[src/rtl/lcd_gfx_pkg.sv]
// Shared definitions for the ST7920-class graphic LCD refresh controller:
// controller state encoding, instruction bytes and GDRAM address helpers.
package lcd_gfx_pkg;

  typedef enum logic [3:0] {
    ST_PWRUP,
    ST_IDLE,
    ST_FUNC0,
    ST_ENTRY,
    ST_DISP,
    ST_FUNC1,
    ST_SET_Y,
    ST_SET_X,
    ST_WRITE,
    ST_FRAME_END
  } lcd_state_t;

  // Basic instruction set, 8-bit interface
  localparam logic [7:0] CMD_FUNC_BASIC   = 8'h30;
  // Cursor increments, no display shift
  localparam logic [7:0] CMD_ENTRY_MODE   = 8'h06;
  // Display on, cursor and blink off
  localparam logic [7:0] CMD_DISP_ON      = 8'h0C;
  // Extended instruction set with graphics display enabled
  localparam logic [7:0] CMD_FUNC_EXT_GFX = 8'h36;
  // GDRAM address command base (Y first, then X)
  localparam logic [7:0] CMD_ADDR_BASE    = 8'h80;

  // Vertical GDRAM address: the panel folds 64 rows into 32 Y lines
  function automatic logic [7:0] gdram_y_cmd(input logic [4:0] row_lo);
    return CMD_ADDR_BASE | {3'b000, row_lo};
  endfunction

  // Horizontal GDRAM address: rows 32..63 live in the second half (X=8)
  function automatic logic [7:0] gdram_x_cmd(input logic lower_bank);
    return CMD_ADDR_BASE | {4'b0000, lower_bank, 3'b000};
  endfunction

endpackage

[src/rtl/lcd_step_gen.sv]
// LCD timing divider: a phase bit that toggles every CLK_DIV clocks and a
// one-clock step strobe on each low-to-high phase transition.
module lcd_step_gen #(
  parameter int CLK_DIV = 2500
) (
  input  logic clk,
  input  logic rst,
  output logic phase,
  output logic step
);

  localparam int CNT_W = (CLK_DIV > 1) ? $clog2(CLK_DIV) : 1;
  localparam logic [CNT_W-1:0] CNT_LAST = CNT_W'(CLK_DIV - 1);

  logic [CNT_W-1:0] cnt;
  logic             wrap;

  assign wrap = (cnt == CNT_LAST);
  // step coincides with the edge that raises phase, so a byte issued on
  // step gets the high half-period first and the falling edge mid-byte
  assign step = wrap & ~phase;

  // Free-running half-period counter and phase toggle
  always_ff @(posedge clk or negedge rst) begin
    if (!rst) begin
      cnt   <= '0;
      phase <= 1'b0;
    end else if (wrap) begin
      cnt   <= '0;
      phase <= ~phase;
    end else begin
      cnt   <= cnt + CNT_W'(1);
    end
  end

endmodule

[src/rtl/lcd_gfx_refresh_ctrl.sv]
// Graphic LCD refresh controller: runs the panel init sequence once after
// reset, then streams a frame buffer from synchronous memory into GDRAM one
// pixel row at a time, single-shot or continuously.
module lcd_gfx_refresh_ctrl
  import lcd_gfx_pkg::*;
#(
  parameter int CLK_DIV       = 2500,
  parameter int ROWS          = 64,
  parameter int BYTES_PER_ROW = 16,
  parameter int ADDR_W        = 10,
  parameter int RD_LAT        = 1,
  parameter int PWRUP_STEPS   = 800
) (
  input  logic              clk,
  input  logic              rst,
  input  logic              start,
  input  logic              cont,
  output logic              busy,
  output logic              done,
  output logic [ADDR_W-1:0] mem_addr,
  input  logic [7:0]        mem_data,
  output logic              rs,
  output logic              rw,
  output logic              en,
  output logic [7:0]        data
);

  localparam int COL_W = (BYTES_PER_ROW > 1) ? $clog2(BYTES_PER_ROW) : 1;
  localparam int PW_W  = (PWRUP_STEPS > 1) ? $clog2(PWRUP_STEPS + 1) : 1;

  localparam logic [5:0]       ROW_LAST   = 6'(ROWS - 1);
  localparam logic [COL_W-1:0] COL_LAST   = COL_W'(BYTES_PER_ROW - 1);
  localparam logic [PW_W-1:0]  PWRUP_LAST = PW_W'(PWRUP_STEPS - 1);
  // A 32-row panel only uses the upper GDRAM bank
  localparam logic             HAS_LOWER  = (ROWS == 64);

  // Parameter legality, caught at elaboration
  if (CLK_DIV < 2) begin : g_bad_clk_div
    $error("CLK_DIV must be at least 2");
  end
  if (ROWS != 32 && ROWS != 64) begin : g_bad_rows
    $error("ROWS must be 32 or 64");
  end
  if (RD_LAT >= 2 * CLK_DIV) begin : g_bad_rd_lat
    $error("RD_LAT must be below one LCD step period");
  end
  if ((1 << ADDR_W) < ROWS * BYTES_PER_ROW) begin : g_bad_addr_w
    $error("ADDR_W too narrow for the frame buffer");
  end
  if (PWRUP_STEPS < 1) begin : g_bad_pwrup
    $error("PWRUP_STEPS must be at least 1");
  end

  logic phase;
  logic step;

  lcd_step_gen #(
    .CLK_DIV (CLK_DIV)
  ) u_step_gen (
    .clk   (clk),
    .rst   (rst),
    .phase (phase),
    .step  (step)
  );

  lcd_state_t        state,    state_nxt;
  logic [PW_W-1:0]   pwr_cnt,  pwr_cnt_nxt;
  logic [5:0]        row,      row_nxt;
  logic [COL_W-1:0]  col,      col_nxt;
  logic [ADDR_W-1:0] addr_nxt;
  logic              rs_nxt;
  logic [7:0]        data_nxt;
  logic              issuing,  issuing_nxt;
  logic              busy_nxt;
  logic              done_nxt;
  logic              cont_q,   cont_nxt;
  logic              inited,   inited_nxt;

  // The write path only ever sees the panel as write-only
  assign rw = 1'b0;
  // Strobe is the divider phase gated by "a byte is on the bus"; being
  // combinational from reset registers it drops the instant rst asserts
  assign en = phase & issuing;

  // State and datapath registers; everything resets so a mid-frame reset
  // restores the idle bus and forces the init sequence to rerun
  always_ff @(posedge clk or negedge rst) begin
    if (!rst) begin
      state    <= ST_PWRUP;
      pwr_cnt  <= '0;
      row      <= '0;
      col      <= '0;
      mem_addr <= '0;
      rs       <= 1'b0;
      data     <= 8'h00;
      issuing  <= 1'b0;
      busy     <= 1'b0;
      done     <= 1'b0;
      cont_q   <= 1'b0;
      inited   <= 1'b0;
    end else begin
      state    <= state_nxt;
      pwr_cnt  <= pwr_cnt_nxt;
      row      <= row_nxt;
      col      <= col_nxt;
      mem_addr <= addr_nxt;
      rs       <= rs_nxt;
      data     <= data_nxt;
      issuing  <= issuing_nxt;
      busy     <= busy_nxt;
      done     <= done_nxt;
      cont_q   <= cont_nxt;
      inited   <= inited_nxt;
    end
  end

  // Next-state and bus decisions, evaluated only on LCD step strobes
  always_comb begin
    state_nxt   = state;
    pwr_cnt_nxt = pwr_cnt;
    row_nxt     = row;
    col_nxt     = col;
    addr_nxt    = mem_addr;
    rs_nxt      = rs;
    data_nxt    = data;
    issuing_nxt = issuing;
    busy_nxt    = busy;
    done_nxt    = 1'b0;
    cont_nxt    = cont_q;
    inited_nxt  = inited;

    if (step) begin
      unique case (state)
        ST_PWRUP: begin
          issuing_nxt = 1'b0;
          if (pwr_cnt == PWRUP_LAST) begin
            state_nxt = ST_IDLE;
          end else begin
            pwr_cnt_nxt = pwr_cnt + PW_W'(1);
          end
        end

        ST_IDLE: begin
          rs_nxt      = 1'b0;
          data_nxt    = 8'h00;
          issuing_nxt = 1'b0;
          if (start) begin
            busy_nxt  = 1'b1;
            cont_nxt  = cont;
            row_nxt   = '0;
            col_nxt   = '0;
            state_nxt = inited ? ST_SET_Y : ST_FUNC0;
          end
        end

        ST_FUNC0: begin
          rs_nxt      = 1'b0;
          data_nxt    = CMD_FUNC_BASIC;
          issuing_nxt = 1'b1;
          state_nxt   = ST_ENTRY;
        end

        ST_ENTRY: begin
          rs_nxt      = 1'b0;
          data_nxt    = CMD_ENTRY_MODE;
          issuing_nxt = 1'b1;
          state_nxt   = ST_DISP;
        end

        ST_DISP: begin
          rs_nxt      = 1'b0;
          data_nxt    = CMD_DISP_ON;
          issuing_nxt = 1'b1;
          state_nxt   = ST_FUNC1;
        end

        ST_FUNC1: begin
          rs_nxt      = 1'b0;
          data_nxt    = CMD_FUNC_EXT_GFX;
          issuing_nxt = 1'b1;
          inited_nxt  = 1'b1;
          state_nxt   = ST_SET_Y;
        end

        ST_SET_Y: begin
          rs_nxt      = 1'b0;
          data_nxt    = gdram_y_cmd(row[4:0]);
          issuing_nxt = 1'b1;
          state_nxt   = ST_SET_X;
        end

        ST_SET_X: begin
          // Present the row base address a full step before the first
          // WRITE so the memory has RD_LAT clocks to answer
          rs_nxt      = 1'b0;
          data_nxt    = gdram_x_cmd(row[5] & HAS_LOWER);
          issuing_nxt = 1'b1;
          addr_nxt    = ADDR_W'(row * BYTES_PER_ROW);
          state_nxt   = ST_WRITE;
        end

        ST_WRITE: begin
          rs_nxt      = 1'b1;
          data_nxt    = mem_data;
          issuing_nxt = 1'b1;
          if (col == COL_LAST) begin
            col_nxt = '0;
            if (row == ROW_LAST) begin
              // Wrap instead of stepping past the end of the frame buffer
              row_nxt   = '0;
              addr_nxt  = '0;
              state_nxt = ST_FRAME_END;
            end else begin
              row_nxt   = row + 6'd1;
              addr_nxt  = mem_addr + ADDR_W'(1);
              state_nxt = ST_SET_Y;
            end
          end else begin
            col_nxt  = col + COL_W'(1);
            addr_nxt = mem_addr + ADDR_W'(1);
          end
        end

        ST_FRAME_END: begin
          rs_nxt      = 1'b0;
          data_nxt    = 8'h00;
          issuing_nxt = 1'b0;
          done_nxt    = 1'b1;
          // Keep going only if continuous mode was latched at frame start
          // and is still requested now, so dropping cont mid-frame ends
          // the run after the current frame
          if (cont_q && cont) begin
            row_nxt   = '0;
            col_nxt   = '0;
            cont_nxt  = cont;
            state_nxt = ST_SET_Y;
          end else begin
            busy_nxt  = 1'b0;
            state_nxt = ST_IDLE;
          end
        end

        default: begin
          issuing_nxt = 1'b0;
          state_nxt   = ST_PWRUP;
        end
      endcase
    end
  end

endmodule

[config.mk]
export PLATFORM = sky130hd
export DESIGN_NAME = lcd_gfx_refresh_ctrl
export DESIGN_NICKNAME = d
export VERILOG_FILES = /design/src/rtl/lcd_gfx_pkg.sv /design/src/rtl/lcd_step_gen.sv /design/src/rtl/lcd_gfx_refresh_ctrl.sv
export SDC_FILE = /design/constraint.sdc
export NUM_CORES = 1
export LEC_CHECK = 0
export CELL_PAD_IN_SITES_DETAIL_PLACEMENT = 0
export CELL_PAD_IN_SITES_GLOBAL_PLACEMENT = 1
export CORE_AREA = 2 2 97 99
export DETAILED_ROUTE_END_ITERATION = 12
export DIE_AREA = 0 0 99 101
export HOLD_SLACK_MARGIN = 0.12
export PLACE_DENSITY = 0.84
export SLEW_MARGIN = 10
export SYNTH_ARGS = -nofsm -noshare
export SYNTH_HDL_FRONTEND = slang
export SYNTH_SLANG_ARGS = --single-unit
[constraint.sdc]
create_clock -name clk -period 1.85 [get_ports clk]
set_input_delay 0.2775 -clock clk [delete_from_list [all_inputs] [get_ports clk]]
set_output_delay 0.2775 -clock clk [all_outputs]
set_load 0.05 [all_outputs]
# ---- After elaboration in Yosys (flattened, before gate mapping)
# Index checks and enable logic that the tools add are counted.
# Widths: inputs -> output; s select.
dict set report word_totals {
  reg_bits 61
  input_bits 12
  out_inout_bits 23
  wordCells 92
}
dict set report classes {
  n_addsub 5
  n_eq_ne 18
  mux 31
  bitwise_logic 4
  reduce_logical 20
}
# cell count
set ops {}
lappend ops {{$pmux 8 s8} 1}
lappend ops {{$pmux 4 s10} 1}
lappend ops {{$mux 4} 7}
lappend ops {{$mux 6} 4}
lappend ops {{$add 10x1->10 const B} 2}
lappend ops {{$mux 10} 2}
lappend ops {{$pmux 10 s2} 1}
lappend ops {{$pmux 6 s3} 1}
lappend ops {{$eq 4x3->1 const B} 4}
lappend ops {{$reduce_and 4->1} 4}
lappend ops {{$add 12x1->12 const B} 1}
lappend ops {{$eq 12x12->1 const B} 1}
lappend ops {{$eq 4x4->1 const B} 3}
lappend ops {{$mux 12} 1}
lappend ops {{$pmux 4 s3} 1}
lappend ops {{$eq 10x10->1 const B} 1}
lappend ops {{$ne 2x2->1 const B} 5}
lappend ops {{$eq 4x2->1 const B} 2}
lappend ops {{$reduce_and 2->1} 4}
lappend ops {{$reduce_bool 8->1} 1}
lappend ops {{$reduce_or 8->1} 1}
lappend ops {{$mux 1} 7}
lappend ops {{$reduce_or 7->1} 1}
lappend ops {{$add 6x1->6 const B} 1}
lappend ops {{other kinds (14)} 21}

# ---- Longest topological paths before layout
# Gate-level depths: netlist (run 1).
dict set report logic_depth {
  depth_word 4
  mapped_depth 7
  mapped_depth_nobuf 5
}

# ---- Cells and area by module
# A second synthesis (run 1) with hierarchy kept.
dict set report hier_totals {
  cells_unflattened 366
  hier_area_um2 3484.6
}
# module n_inst cells_each area_each_um2 seq_area_each_um2
set modules_own_cells {}
lappend modules_own_cells {lcd_gfx_refresh_ctrl 1 310 2866.5 1201.2}
lappend modules_own_cells {lcd_step_gen 1 56 618.1 325.3}

# ---- Worst setup path after synthesis (run 1)
# No wires, ideal clock.
dict set report synth_timing {
  path_kind {register to register}
  from {reg u_step_gen.cnt[0]}
  to {reg state[2]}
  setup_ns 0.125
  arrival_time_ns 1.864
  t_required_ns 1.725
  setup_slack_ns -0.139
  path_stages_with_launch 6
  path_buffers 0
  synth_period_minus_slack_ns 1.989
  path_cell_list {dfrtp_1 -> ha_1 -> nor4b_4 -> nand3_4 -> nor4_2 -> mux2_4}
}
dict set report synth_between {
  elab_chain_len 3
}
# element line
set synth_rtl {}
lappend synth_rtl {{start: declaration} lcd_step_gen.sv:15} ;# logic [CNT_W-1:0] cnt;
lappend synth_rtl {{start signal: assignment} lcd_step_gen.sv:32} ;# cnt <= cnt + CNT_W'(1);
lappend synth_rtl {{$eq 12x12->1} lcd_step_gen.sv:18} ;# assign wrap = (cnt == CNT_LAST);
lappend synth_rtl {{$and 1x1->1} lcd_step_gen.sv:21} ;# assign step = wrap & ~phase;
lappend synth_rtl {{$reduce_and 4->1 (no line)} -}
lappend synth_rtl {{end signal: assignment} lcd_gfx_refresh_ctrl.sv:102} ;# state <= state_nxt;
lappend synth_rtl {{end: declaration} lcd_gfx_refresh_ctrl.sv:66} ;# lcd_state_t state, state_nxt;
# Every way passes these cells.
# A chain may end at the register's enable or synchronous reset.

# ---- Worst setup path in the final report (run 1)
dict set report layout_timing {
  from {reg u_step_gen.cnt[2]}
  to {reg data[2]}
}
dict set report layout_between {
  elab_chain_len 3
}
# element line
set layout_rtl {}
lappend layout_rtl {{$eq 12x12->1} lcd_step_gen.sv:18}
lappend layout_rtl {{$and 1x1->1} lcd_step_gen.sv:21}
lappend layout_rtl {{$reduce_and 2->1 (no line)} -}
lappend layout_rtl {{end signal: assignment} lcd_gfx_refresh_ctrl.sv:108} ;# data <= data_nxt;
lappend layout_rtl {{end: declaration} lcd_gfx_refresh_ctrl.sv:25} ;# output logic [7:0] data
# Every way passes these cells.

==> results.cfg, run 1 <==
[outcome]
status = completed

[detailed_routing]
wl_mm = 9.39
routedWlPerCell_um = 16.4
routed_via_density = 5.61
drc_errors = 0
firstDrtPassIters = 4
drt_iter0_drc = 146
vias = 3222
ant_nets = 0

[clock_network]
clockBufferDepth = 2
root_buffer = clkbuf_8
clock_sinks = 61
htreeDepth = 3
clk_pin_slew_ps = 70
cts_made_buffers = 9
cts_tree = built
clk_latency_ps = 340

[pwr]
p_leak_nw = 2.10
p_clk_share_pct = 42.8
pwr-share-comb_pct = 4.0
p_sw_share_pct = 23.2
totalPowerFinal_mw = 2.51
p_int_mw = 1.92
power_density_nw_per_um2 = 522
seq_power_share_pct = 53.3
ir_drop_mv = 0.312
p_sw_mw = 0.581

[flow_run]
cap_violations = 0

[final_layout]
num-fill-cells = 810
seq_area_um2 = 1530
layout-drive-gt1-share_pct = 30.0
diodes = 0
utilization_pct = 53.5
area_growth_pct = 36.3
finalInstanceArea_um2 = 4800
nNetsFinal = 475
multi_input_area_um2 = 1990

[worst_setup_path]
required_ps = 2070
crit_path_start_kind = flip-flop
crit_path_max_fanout = 5
path_class = reg2reg
arrival_ps = 2050
reg2reg_depth = 5
end_kind = flip-flop

[sta]
relSlewSlack_pct = 65.2
fmax_mhz = 545
worst_pin_slew_ps = 522
fin_crit_ps = 1840
setup_viol = 0
period_share_pct = 99.3
rsz0062_at_grt = true
drv_slew = 0
fin_skew_ps = 8.59
hold_violations = 0

[yosys]
synth_edf_count = 0
synth_warnings = 0
ys_ff_latch = 61
synth_area_um2 = 3520
syn_inst = 367
async_flop_share_pct = 100
synth_fp_nets = 384
ys.flop_type = dfrtp_1
synth_cell_type_count = 66
synth_area_per_cell_um2 = 9.60
yosys.cell_count.top_type = dfrtp_1
yosysSeqAreaShare_pct = 43.3
netlist_top_cells_area = dfrtp_1 43%, xnor2_1 3.7%, nand3_1 3.7%, o21ai_0 3.0%, nand2_1 2.5%
synth_top_area_share_pct = 43.3
yosys-top-cells-count = 61 x dfrtp_1, 26 x nand3_1, 23 x nand2_1
yosys.area.top_type = dfrtp_1

[die]
fp.dieH_um = 101
die_x_um = 99
ios = 35
core-area_um2 = 8980
fp.dieArea_um2 = 10000
initial_core_util_pct = 39.2
row_count = 35

[place]
dpl_cell_area_um2 = 4380
portBuffers = 33
gp_routability_congestion = 0.817
dp_hpwl_mm = 6.50

[global_routing]
antenna_found_initial = 0
grt_pass1_vias = 3151
grt_max_degree = 24
grt_pass1_wl_mm = 15.4
grt_overflow = 0
track_usage_pct = 19.1

[min_path]
hold_path.class = in2async
==> area by class of cell <==
cell class / count / area share, %
Inverter: 12 / 0.938
Clock buffer: 11 / 3.15
Timing Repair Buffer: 103 / 19.2
Clock inverter: 5 / 0.521
Multi-Input combinational cell: 271 / 41.5
Sequential cell: 61 / 31.8
Tap cell: 111 / 2.89
==> flip-flops by register name, summed over array words and instances (netlist names), 4 cells and up <==
name / cells
u_step_gen.cnt: 12
col: 4
pwr_cnt: 10
row: 6
mem_addr: 10
state: 4
data: 8
==> power by group through the flow <==
stage	Combinational, mW	Sequential (mW)	Clock, mW
final	0.0991	1.34	1.07
after global routing	0.112	1.33	1.16
after global placement	0.0950	1.36	0
after detailed placement	0.0972	1.36	0
after CTS	0.0991	1.33	1.10
after floorplan	0.0239	1.36	0
==> path summary, 6_finish.rpt <==
kind,startpoint,endpoint,slack (ps)
max in group asynchronous,rst,state[2],890
worst min-delay path,rst,pwr_cnt[5],440
worst max-delay path,u_step_gen.cnt[2],data[2],10
min in group clk,inited,inited,470
worst max register to register,u_step_gen.cnt[2],data[2],10
worst min register to register,inited,inited,470
==> routing by layer <==
layer / share of wire, % / track usage (%) / up-vias / wire [um]
li1: - / - / 1559 / -
met5: 0 / 0 / - / 0
met4: 1.3 / 6.32 / 0 / 125
met1: 45 / 26.3 / 1589 / 4250
met3: 4.0 / 3.26 / 9 / 371
met2: 49 / 30.8 / 65 / 4640
==> worst max-delay path: stages, from the launching register on <==
cell and delay, ps:
dfrtp_1 450, nor4_1 410, nand3_2 200, nor2_2 140, buf_4 160, mux2_2 340
==> per-stage QoR <==
step           hold slack [ps]  TNS, ps  cells  worst slack (ps)
6_report                   443        0    574              13.6
5_1_grt                    502     -889    574             -98.4
4_1_cts                    460    -4.88    567             -4.88
3_5_place_dp               284    -1.17    546             -1.17
3_3_place_gp               277        0    546              29.6
2_1_floorplan            -18.1        0    367              19.8
==> logic make-up after synthesis <==
kind of cell | count (synthesis) | synth area share [%]
fa+ha+maj | 5 | 1.78
simple gates | 138 | 23.8
compound gates | 97 | 18.4
flops | 61 | 43.3
other cells | 1 | 0.106
mux | 11 | 3.59
buf+inv | 35 | 4.26
xor+xnor | 19 | 4.72
==> what timing repair did <==
action                                  4_1_cts  5_1_grt
gates resized for setup                       0       35
pin swaps                                     2        7
hold buffers                                  1        0
buffers inserted                              4        4
gates cloned                                  0        3
endpoints found under the setup margin        4       36
endpoints found under the hold margin        18        0
==> cell usage in the layout, fill, tap and decap left out, types with 5 or more instances in the layout <==
master	netlist	final
nand4_1	11	11
buf_12	0	5
nor2b_1	5	5
clkinv_2	0	5
nand2b_1	8	7
clkbuf_8	0	11
a32oi_1	5	5
mux2_2	5	5
nand2_1	23	23
o21ai_0	21	19
a21oi_1	17	17
nor3_1	5	5
clkdlybuf4s50_1	0	21
inv_1	12	12
nor4_1	7	6
o21ai_1	7	7
dfrtp_1	61	59
xnor2_1	15	15
nand3_1	26	24
and3_1	13	11
buf_4	3	69
o31ai_1	11	10
nor2_1	13	13
Note: power is estimated with default switching activity, not from simulation.
==> run 2, diff against run 1 <==
--- a/config.mk
+++ b/config.mk
@@ -7,9 +7,10 @@
 export LEC_CHECK = 0
 export CELL_PAD_IN_SITES_DETAIL_PLACEMENT = 0
 export CELL_PAD_IN_SITES_GLOBAL_PLACEMENT = 1
-export CORE_AREA = 2 2 97 99
+export CORE_AREA = 2 2 92 94
 export DETAILED_ROUTE_END_ITERATION = 12
-export DIE_AREA = 0 0 99 101
+export DIE_AREA = 0 0 94 96
+export DONT_BUFFER_PORTS = 1
 export HOLD_SLACK_MARGIN = 0.12
 export PLACE_DENSITY = 0.84
 export SLEW_MARGIN = 10
==> results.cfg, run 2 (synthesized netlist as in run 1, its figures left out) <==
[final_layout]
multi_input_area_um2 = 1980
num-fill-cells = 699
layout_commonest_cell = buf_4
layout-drive-gt1-share_pct = 29.2
layout_common_cells = 61 x buf_4, 58 x dfrtp_1, 25 x nand3_1
area_growth_pct = 26.6
fin_cells = 536
diodes = 0
nNetsFinal = 443
seq_area_um2 = 1530
largest_reg_flops = 12
regMostFlops = u_step_gen.cnt
largestRegisters = u_step_gen.cnt (12), mem_addr (10), pwr_cnt (10)

[min_path]
min_path_cells = 2
hold_path.class = in2reg
hp-start = start
hold_path_end = busy

[place]
portBuffers = 0
gp_routability_congestion = 0.834
dp_hpwl_mm = 5.93
dpl_worst_slack_ps = -1.99
dpl.cell_count = 507

[detailed_routing]
routedWlPerCell_um = 16.4
vias = 3056
drt_iter0_drc = 184
firstDrtPassIters = 4
ant_nets = 0
wl_mm = 8.78
routed_via_density = 5.70
drc_errors = 0

[sta]
worst_pin_slew_ps = 554
hold_violations = 0
fin_ws_ps = 46.6
hold_ws_ps = 160
fin_crit_ps = 1800
setup_tns_ps = 0
period_share_pct = 97.5
rsz0062_at_grt = true
setup_viol = 0
fmax_mhz = 555
fin_skew_ps = 11.3
drv_slew = 0
relSlewSlack_pct = 63.1

[die]
fp.dieArea_um2 = 9020
core-area_um2 = 8050
initial_core_util_pct = 43.7
fp.dieH_um = 96
die_x_um = 94
ios = 35
row_count = 33

[worst_setup_path]
rr_startpoint = u_step_gen.cnt[0]
arrival_ps = 2080
end_kind = flip-flop
cp_slowest_cell = or4_4
cp_num_buf_inv = 1
critPathMaxStageDelay_ps = 520
crit_path_start_kind = flip-flop
crit_family = simple AND/OR/NAND/NOR gates
reg2reg_depth = 6
timing.rr.end = state[0]
crit_path_cell_trace = ha_4 -> nor4b_4 -> buf_4 -> nand3_4 -> or4_4 -> o21ai_2
crit_path_max_fanout = 4
required_ps = 2120
reg2reg_slack_ps = 50
path_class = reg2reg

[pwr]
p_int_mw = 1.83
p_leak_nw = 1.91
seq_power_share_pct = 54.7
p_sw_mw = 0.612
p_clk_share_pct = 42.5
power_density_nw_per_um2 = 547
ir_drop_mv = 0.485
p_sw_share_pct = 25.1
pwr-share-comb_pct = 2.8

[clock_network]
root_buffer = clkbuf_8
clock_sinks = 61
cts_made_buffers = 9
clk_pin_slew_ps = 70
htreeDepth = 3
clk_latency_ps = 350
clockBufferDepth = 2
cts_tree = built

[global_routing]
grt_max_degree = 62
track_usage_pct = 20.5
grt_overflow = 0
antenna_found_initial = 0
grt_pass1_wl_mm = 14.4
grt_pass1_vias = 2956

[flow_run]
cap_violations = 0

[outcome]
status = completed
## run 2: cell count changes in the layout (fill, tap and decap cells not counted), sizes merged
cell           delta
clkinvlp          +3
dlygate4sd3       +2
buf              -11
clkdlybuf4s50    -21
clkbuf            -3
dlymetal6s2s      -1
clkinv            -1
## run 2: power by group through the flow
stage / Combinational, mW / Sequential [mW] / Clock [mW]
2_1_floorplan: 0.0239 / 1.36 / 0
3_3_place_gp: 0.0271 / 1.36 / 0
3_5_place_dp: 0.0272 / 1.36 / 0
4_1_cts: 0.0679 / 1.34 / 1.06
5_1_grt: 0.0784 / 1.34 / 1.12
6_report: 0.0676 / 1.34 / 1.04
## run 2: metal layers
metal  vias to the layer above  wire length [um]  share of wire (%)  global-route usage, %
li1                       1498                 -                  -                      -
met1                      1485              4050                 46                   27.3
met2                        65              4230                 48                   32.9
met3                         8               395                4.5                   4.23
met4                         0                98                1.1                   7.85
met5                         -                 0                  0                      0
## run 2: repair_timing
action                                 CTS  global route
gates resized for setup                  2            32
pin swaps                                1             9
buffers inserted                         4             5
setup endpoints to repair                4            33
hold buffers                             4             0
endpoints found under the hold margin   63             0
## run 2: stage by stage
stage | total power, mW | util, % | instance area [um2]
after floorplan | 1.39 | - | 3540
after global placement | 1.39 | 50.1 | 4030
after detailed placement | 1.39 | 50.1 | 4030
after CTS | 2.46 | 53.2 | 4290
after global routing | 2.53 | 55.4 | 4460
final | 2.44 | 55.4 | 4460
## run 2: worst max-delay path by stage
stage	cells past startpoint	slack (ps)	from	to
4_1_cts	6	0.6	u_step_gen.cnt[0]	state[0]
5_1_grt	6	-40	u_step_gen.cnt[1]	state[0]
6_report	6	50	u_step_gen.cnt[0]	state[0]
3_3_place_gp	5	6	state[1]	pwr_cnt[1]
2_1_floorplan	7	20	row[0]	mem_addr[5]
3_5_place_dp	5	-2	u_step_gen.cnt[3]	state[1]
## run 2: cell type report
class	instances	share of cell area (%)
multi-input cells	271	44.4
flip-flops and latches	61	34.3
repair buffers	71	13.6
well taps	105	2.95
clock buffers	9	2.78
inverters	12	1.01
clock inverters	7	0.954
## run 2: worst register-to-register path, delay by kind of cell, from the launching register on
kind            cells  cell delay [ps]
flops               1              400
buf+inv             1              190
simple gates        3              870
fa+ha+maj           1              160
compound gates      1              130
==> run 3, diff against run 2 <==
--- a/config.mk
+++ b/config.mk
@@ -13,6 +13,7 @@
 export DONT_BUFFER_PORTS = 1
 export HOLD_SLACK_MARGIN = 0.12
 export PLACE_DENSITY = 0.84
+export SETUP_SLACK_MARGIN = 0.05
 export SLEW_MARGIN = 10
 export SYNTH_ARGS = -nofsm -noshare
 export SYNTH_HDL_FRONTEND = slang
==> results.cfg, run 3 (synthesized netlist as in run 1, its figures left out) <==
[final_layout]
layout_common_cells = 64 x buf_4, 59 x dfrtp_1, 22 x nand2_1, 22 x nand3_1, 17 x o21ai_0
nNetsFinal = 453
layout_commonest_cell = buf_4
largest_reg_flops = 12
regMostFlops = u_step_gen.cnt
multi_input_area_um2 = 2090
diodes = 0
largestRegisters = u_step_gen.cnt (12), mem_addr (10), pwr_cnt (10)
num-fill-cells = 662
layout-drive-gt1-share_pct = 32.7
finalInstanceArea_um2 = 4700
seq_area_um2 = 1530
area_growth_pct = 33.4

[worst_setup_path]
cp_slowest_cell = or4_4
critPathMaxStageDelay_ps = 580
crit_path_cell_trace = or4_4 -> a31oi_4 -> buf_6 -> nand2_4 -> mux2_4
crit_path_max_fanout = 7
reg2reg_depth = 5
required_ps = 2090
path_class = reg2reg
end_kind = flip-flop
crit_path_start_kind = flip-flop
arrival_ps = 2080

[detailed_routing]
wl_mm = 9.42
ant_nets = 0
firstDrtPassIters = 5
drt_iter0_drc = 221
routedWlPerCell_um = 17.2
routed_via_density = 5.83
vias = 3182
drc_errors = 0

[clock_network]
clk_latency_ps = 350
clock_sinks = 61
clockBufferDepth = 2
cts_tree = built
cts_made_buffers = 9
root_buffer = clkbuf_8
htreeDepth = 3
clk_pin_slew_ps = 70

[sta]
fin_crit_ps = 1850
hold_violations = 0
rsz0062_at_grt = true
period_share_pct = 99.9
relSlewSlack_pct = 62.8
worst_pin_slew_ps = 559
setup_viol = 0
fin_skew_ps = 10.9
setup_tns_ps = 0
drv_slew = 0
fmax_mhz = 541

[flow_run]
cap_violations = 0

[global_routing]
grt_max_degree = 62
track_usage_pct = 21.0
grt_pass1_wl_mm = 14.8
grt_overflow = 0
antenna_found_initial = 0
grt_pass1_vias = 3009

[min_path]
min_path_cells = 2
hold_path.class = in2reg

[die]
row_count = 33
initial_core_util_pct = 43.7
core-area_um2 = 8050
fp.dieH_um = 96
fp.dieArea_um2 = 9020
ios = 35
die_x_um = 94

[outcome]
status = completed

[pwr]
power_density_nw_per_um2 = 556
p_leak_nw = 2.00
ir_drop_mv = 0.342

[place]
dp_hpwl_mm = 6.03
dpl_cell_area_um2 = 4100
gp_routability_congestion = 0.938
portBuffers = 0
==> run 3: cell types whose count changed in the layout (fill, tap and decap cells not counted), moves of 3 or more <==
cell | previous run | this run
buf_4 | 61 | 64
nand3_1 | 25 | 22
nand3_2 | 1 | 4
buf_6 | 3 | 7
==> run 3: worst paths after layout <==
check	from	end	slack [ps]
max	state[2]	pwr_cnt[1]	3
min	mem_data[1]	data[1]	140
max reg2reg	state[2]	pwr_cnt[1]	3
min reg2reg	inited	inited	470
max in group asynchronous	rst	mem_addr[0]	1100
min in group asynchronous	rst	u_step_gen.cnt[11]	450
==> run 3: timing repair <==
item                                    4_1_cts  5_1_grt
resized for setup                            10       44
hold buffers                                  4        0
endpoints found under the setup margin       11       32
pin swaps                                     3       18
cloned                                        0        1
hold endpoints to repair                     63        0
setup buffers                                 2       10
==> run 3: area by class of cell <==
class / instances / share of cell area [%]
Clock buffer: 12 / 3.09
Clock inverter: 4 / 1.01
Inverter: 12 / 0.958
Multi-Input combinational cell: 272 / 44.5
Sequential cell: 61 / 32.5
Tap cell: 105 / 2.80
Timing Repair Buffer: 80 / 15.1
==> run 3: stage by stage <==
step | setup WS (ps) | std cells | hold WS (ps) | power (mW) | utilization (%)
2_1_floorplan | 32.9 | 367 | -18.1 | 1.39 | -
3_3_place_gp | 24.1 | 513 | -16.8 | 1.40 | 50.9
3_5_place_dp | -7.33 | 513 | -16.6 | 1.40 | 50.9
4_1_cts | 30.0 | 535 | 138 | 2.64 | 54.7
5_1_grt | -24.3 | 546 | 147 | 2.70 | 58.4
6_report | 2.71 | 546 | 145 | 2.61 | 58.4
==> run 3: power breakdown <==
group | leakage (nW) | switching, mW | internal (mW)
Sequential | 0.807 | 0.00247 | 1.33
Clock | 0.0964 | 0.544 | 0.655
Combinational | 1.10 | 0.0499 | 0.0264
Total | 2.00 | 0.596 | 2.02
==> run 3: layer usage <==
metal  wire, um  up-vias  global-route usage (%)
met2       4300       87                    31.4
li1           -     1523                       -
met1       4400     1558                    30.1
met3        555       14                    4.62
met4        162        0                    7.85
met5          0        -                       0
==> run 3: worst max-delay path, delay by kind of cell, from the launching register on <==
family | cells | cell delay, ps
compound gates | 1 | 210
buf+inv | 1 | 170
flops | 1 | 420
mux | 1 | 290
simple gates | 2 | 640
